`config.mk`:
```
export PLATFORM = sky130hd
export DESIGN_NAME = mux_bus_arbiter
export DESIGN_NICKNAME = d
export VERILOG_FILES = /design/src/rtl/mux_bus_pkg.sv /design/src/rtl/mux4_bus.sv /design/src/rtl/mux_bus_arbiter.sv
export SDC_FILE = /design/constraint.sdc
export NUM_CORES = 1
export LEC_CHECK = 0
export BUFFER_PORTS_ARGS = -buffer_cell sky130_fd_sc_hd__buf_4
export CAP_MARGIN = 20
export CORE_UTILIZATION = 41
export CTS_CLUSTER_DIAMETER = 120
export DETAILED_ROUTE_END_ITERATION = 10
export GPL_ROUTABILITY_DRIVEN = 0
export GPL_TIMING_DRIVEN = 0
export PLACE_DENSITY = 0.81
export SYNTH_ARGS = -nofsm -noshare
export SYNTH_HDL_FRONTEND = slang
export SYNTH_SLANG_ARGS = --single-unit
```
`constraint.sdc`:
```
create_clock -name clk -period 2.03 [get_ports clk]
set_clock_uncertainty 0.15 [all_clocks]
set_input_delay 0.3045 -clock clk [delete_from_list [all_inputs] [get_ports clk]]
set_output_delay 0.3045 -clock clk [all_outputs]
set_load 0.01 [all_outputs]
```
`src/rtl/mux_bus_pkg.sv`:
```
// Shared definitions for the mux bus arbiter slice.
//   N_REQ   number of bus requesters
//   SEL_W   width of the mux select / owner index
//   state_t arbiter FSM states
//   rr_next round-robin winner search starting after the previous owner
package mux_bus_pkg;

  localparam int unsigned N_REQ = 4;
  localparam int unsigned SEL_W = 2;

  typedef enum logic [1:0] {
    ST_IDLE  = 2'd0,
    ST_GRANT = 2'd1,
    ST_GAP   = 2'd2
  } state_t;

  typedef struct packed {
    logic             found;
    logic [SEL_W-1:0] idx;
  } rr_pick_t;

  // Search order last+1, last+2, last+3, last. The loop runs from the
  // lowest priority to the highest so the last hit is the winner.
  function automatic rr_pick_t rr_next(input logic [N_REQ-1:0] req,
                                       input logic [SEL_W-1:0] last);
    rr_pick_t         pick;
    logic [SEL_W-1:0] cand;
    pick = '0;
    for (int unsigned k = N_REQ; k >= 1; k--) begin
      cand = last + SEL_W'(k);
      if (req[cand]) begin
        pick.found = 1'b1;
        pick.idx   = cand;
      end
    end
    return pick;
  endfunction

endpackage

```
`src/rtl/mux4_bus.sv`:
```
// WIDTH-wide 4:1 bus multiplexer built from two levels of mux2 cells.
//   mux2:     a/b data inputs, s select (1 picks b), y output
//   mux4_bus: d0..d3 data inputs, sel 2-bit select, y selected data
//             sel[0] chooses within each pair, sel[1] chooses the pair.
module mux2 #(
  parameter int unsigned WIDTH = 16
) (
  input  logic [WIDTH-1:0] a,
  input  logic [WIDTH-1:0] b,
  input  logic             s,
  output logic [WIDTH-1:0] y
);
  assign y = s ? b : a;
endmodule

module mux4_bus #(
  parameter int unsigned WIDTH = 16
) (
  input  logic [WIDTH-1:0] d0,
  input  logic [WIDTH-1:0] d1,
  input  logic [WIDTH-1:0] d2,
  input  logic [WIDTH-1:0] d3,
  input  logic [1:0]       sel,
  output logic [WIDTH-1:0] y
);
  logic [WIDTH-1:0] y01;
  logic [WIDTH-1:0] y23;

  mux2 #(.WIDTH(WIDTH)) u_m01 (.a(d0),  .b(d1),  .s(sel[0]), .y(y01));
  mux2 #(.WIDTH(WIDTH)) u_m23 (.a(d2),  .b(d3),  .s(sel[0]), .y(y23));
  mux2 #(.WIDTH(WIDTH)) u_mo  (.a(y01), .b(y23), .s(sel[1]), .y(y));
endmodule

```
`src/rtl/mux_bus_arbiter.sv`:
```
// Round-robin arbiter and sequencer for the shared 4:1 mux bus.
//   clk        rising-edge clock
//   rst_n      asynchronous active-low reset
//   req        per-requester level request
//   data0..3   requester data
//   gnt        one-hot grant, zero when the bus has no owner (registered)
//   sel        mux select = current owner index, held while idle (registered)
//   bus_out    muxed data gated by bus_valid (combinational)
//   bus_valid  high while gnt is non-zero (registered)
// Tenure is bounded by MAX_HOLD cycles; every release is followed by one
// mandatory GAP cycle before the next IDLE arbitration.
module mux_bus_arbiter
  import mux_bus_pkg::*;
#(
  parameter int unsigned WIDTH    = 16,
  parameter int unsigned MAX_HOLD = 8
) (
  input  logic             clk,
  input  logic             rst_n,
  input  logic [3:0]       req,
  input  logic [WIDTH-1:0] data0,
  input  logic [WIDTH-1:0] data1,
  input  logic [WIDTH-1:0] data2,
  input  logic [WIDTH-1:0] data3,
  output logic [3:0]       gnt,
  output logic [1:0]       sel,
  output logic [WIDTH-1:0] bus_out,
  output logic             bus_valid
);

  localparam int unsigned           HOLD_W     = $clog2(MAX_HOLD + 1);
  localparam logic [HOLD_W-1:0]     HOLD_LIMIT = HOLD_W'(MAX_HOLD);

  state_t             state;
  logic [HOLD_W-1:0]  hold_cnt;
  logic [SEL_W-1:0]   last;
  rr_pick_t           pick;
  logic [WIDTH-1:0]   mux_out;

  always_comb begin
    pick = rr_next(req, last);
  end

  always_ff @(posedge clk or negedge rst_n) begin
    if (!rst_n) begin
      state     <= ST_IDLE;
      gnt       <= '0;
      sel       <= '0;
      bus_valid <= 1'b0;
      hold_cnt  <= '0;
      last      <= 2'd3;
    end else begin
      case (state)
        ST_IDLE: begin
          if (pick.found) begin
            gnt           <= '0;
            gnt[pick.idx] <= 1'b1;
            sel           <= pick.idx;
            bus_valid     <= 1'b1;
            hold_cnt      <= HOLD_W'(1);
            state         <= ST_GRANT;
          end
        end
        ST_GRANT: begin
          if (!req[sel] || hold_cnt == HOLD_LIMIT) begin
            // sel is left untouched so the mux does not toggle while idle
            gnt       <= '0;
            bus_valid <= 1'b0;
            last      <= sel;
            hold_cnt  <= '0;
            state     <= ST_GAP;
          end else if (hold_cnt != HOLD_LIMIT) begin
            hold_cnt <= hold_cnt + HOLD_W'(1);
          end
        end
        ST_GAP: begin
          state <= ST_IDLE;
        end
        default: begin
          state <= ST_IDLE;
        end
      endcase
    end
  end

  mux4_bus #(.WIDTH(WIDTH)) u_mux (
    .d0  (data0),
    .d1  (data1),
    .d2  (data2),
    .d3  (data3),
    .sel (sel),
    .y   (mux_out)
  );

  assign bus_out = mux_out & {WIDTH{bus_valid}};

endmodule

```
==> metrics.md <==
| Metric | Value |
|---|---|
| HP Class | in2async |
| Syn Area/Cell | 11.9 um2 |
| Antenna-violating nets left | 0 |
| I/O pin count | 93 |
| Largest net degree at the start of global routing | 16 |
| Worst slew pin tran | 0.835 ns |
| Crit path DAT | 1.76 ns |
| CTS sink cnt | 15 |
| Final nets | 288 |
| Layout cells sized above 1 | 69.3% |
| Register area share after synthesis | 29.2% |
| Ys flop type | dfrtp_1 |
| Netlist cell types | 38 |
| # Max-Cap Violations | 0 |
| Slew Viols, Final | 0 |
| Initial DRC Count | 54 |
| Post-Place Cells | 245 |
| GRT Resource Usage Total | 27.1% |
| Num CTS Buffers | 3 |
| Reg clk slew, reported paths | 0.08 ns |
| Grt total ovfl | 0 |
| Reg2reg setup slack | -0.10 ns |
| Worst Path Max Fanout | 5 |
| Clk root buf | clkbuf_4 |
| Number of global-route vias before repair | 1376 |
| Drt total wl | 4450 um |
| Synthesized area | 1300 um2 |
| Core region area | 3030 um2 |
| Failing checks | negative setup slack |
| CTS tree | done |
| RSZ-0062 raised after global routing | true |
| Mapped Cells | 109 |
| Asr flop ratio synth | 100% |
| Crit path kind | reg2out |
| Period utilisation layout | 109% |
| Power, Total | 0.00315 W |
| Die span in y | 58.2 um |
| Leak | 1.09 nW |
| Peak VDD IR | 0.000737 V |
| WHS | 0.246 ns |
| Crit Reg-Reg Endpoint | gnt[3]$_DFFE_PN0P_ |
| Cell Pwr Density | 1370 nW/um2 |
| Final worst slack | -0.180 ns |
| Vias per std cell | 5.24 |
| Routed wire per std cell | 17.2 um |
| Slew headroom | 43.9% |
| Worst-Skew Late Latency | 0.29 ns |
| Status | complete, but fails checks |
| Via count | 1357 |
| Setup crit start kind | flop |
| Start of the worst register-to-register path | sel[0]$_DFFE_PN0P_ |
| CP Capture Type | primary output |
| EDFF count, synth | 0 |
| Yosys warns | 0 |
| Htree depth | 1 |
| # setup viols final | 22 |
| Hold Fails Final Rpt | 0 |
| # diodes | 0 |
| Post-layout minimum cycle time | 2.21 ns |
| Synthesized net count | 181 |
| Critical Path Start | sel[0]$_DFFE_PN0P_ |
| Remaining DRCs | 0 |
| Drt pass-1 iters | 4 |
| Max Buffers Root-to-Sink | 2 |
| Flops & latches, synth | 15 |
| Starting Density | 42.8% |
| Setup crit end | bus_out[12] |
| Hpwl dp | 3140 um |
| Final cell count without fillers | 259 |
| First-pass GRT wire length | 6870 um |
| # port buffers | 92 |
| Max Clock Freq | 0.453 GHz |
| Die Area | 3390 um2 |
| Die width | 58.2 um |
| Area Overhead vs Synth | 76.9% |
| Worst EP required | 1.58 ns |
| Worst Reg-to-Reg Cells | 6 |
| Initial antenna violation count | 0 |
| Std-Cell Rows | 20 |
-- per-layer routing --
| layer | part of all wire [%] | GRT usage (%) |
|---|---|---|
| met1 | 37 | 31.2 |
| met2 | 52 | 47.5 |
| met3 | 7.6 | 6.03 |
| met4 | 2.7 | 13.3 |
| met5 | 0 | 0 |
-- through the flow --
| step | area (um2) | setup slack (ns) | utilization, % | setup TNS, ns |
|---|---|---|---|---|
| 4_1_cts | 2250 | -0.159 | 74.4 | -2.24 |
| 2_1_floorplan | 1300 | 0.117 | - | 0 |
| 3_5_place_dp | 2040 | -0.128 | 67.4 | -0.872 |
| 5_1_grt | 2290 | -0.222 | 75.7 | -3.83 |
| 3_3_place_gp | 2040 | -0.0956 | 67.4 | -0.727 |
| 6_report | 2290 | -0.180 | 75.7 | -2.74 |
-- registers in the layout, summed over array words and instances (netlist names) --
signal / cells
sel: 2
bus_valid: 1
last: 2
hold_cnt: 4
gnt: 4
state: 2
-- Yosys cell counts (all sizes together), types with 3 or more instances --
library cell / count / area share, %
dfrtp: 13 / 25
nor2: 3 / 1.1
nand3b: 3 / 1.7
nand2b: 5 / 2.4
and2: 16 / 7.7
mux4: 17 / 32
clkbuf: 3 / 0.97
inv: 5 / 1.4
o21ai: 5 / 1.9
buf: 5 / 2.7
nor3: 3 / 1.2
nand2: 6 / 1.7
mux2: 3 / 2.6
-- area by class of cell --
cell class | instances | area [um2]
plain buffers | 8 | 68.8
inverters | 5 | 18.8
multi-input cells | 81 | 877
well taps | 44 | 55.1
clock buffers | 4 | 26.3
repair buffers | 102 | 870
flip-flops and latches | 15 | 378
fillers | 195 | 734
-- how the worst min path moves through the flow --
stage	end	cells after the start	slack, ns
final	hold_cnt[0]$_DFFE_PN0P_	2	0.25
after global routing	hold_cnt[1]$_DFFE_PN0P_	2	0.26
after CTS	hold_cnt[2]$_DFFE_PN0P_	2	0.25
after detailed placement	hold_cnt[0]$_DFFE_PN0P_	1	0.02
after global placement	hold_cnt[1]$_DFFE_PN0P_	1	0.01
after floorplan	bus_valid$_DFFE_PN0P_	0	-0.14
-- kinds of logic after synthesis --
kind of cell    Yosys count  share of synthesized area (%)
buf+inv                  13                           5.11
fa+ha+maj                 2                           1.93
compound gates           17                           9.85
xor+xnor                  2                           1.35
flops                    15                           29.2
mux                      21                           34.9
simple gates             39                           17.7
-- layout by cell type (no fill, tap or decap), types with 3 or more instances in the layout --
master | Yosys | layout
buf_12 | 0 | 3
nand2b_1 | 5 | 5
buf_6 | 1 | 16
clkbuf_1 | 2 | 3
nor3_1 | 3 | 3
and2_4 | 0 | 13
buf_4 | 2 | 86
nand3b_1 | 3 | 3
mux4_2 | 10 | 17
clkbuf_4 | 0 | 4
nand2_1 | 6 | 6
inv_1 | 5 | 5
o21ai_0 | 5 | 5
and2_1 | 16 | 3
dfrtp_1 | 13 | 13
-- what timing repair did --
| item | in CTS | in global routing |
|---|---|---|
| cloned | 1 | 0 |
| pin swaps | 5 | 1 |
| buffers inserted | 5 | 3 |
| hold buffers | 1 | 0 |
| setup endpoints to repair | 16 | 21 |
| hold endpoints to repair | 15 | 0 |
| gates resized for setup | 43 | 4 |
-- critical path, stage by stage, from the launching register on --
cell and delay [ns]:
dfrtp_1 0.37, buf_6 0.17, buf_16 0.12, mux4_2 0.50, and2_1 0.19, buf_6 0.12
-- power by group --
| group | total [W] | internal, W | switching (W) |
|---|---|---|---|
| registers | 0.000558 | 0.000437 | 0.000122 |
| clock network | 0.000167 | 0.0000765 | 0.0000903 |
| logic | 0.00242 | 0.00152 | 0.000902 |
| total | 0.00315 | 0.00204 | 0.00111 |
No activity file was read; power rests on OpenSTA's default activity.
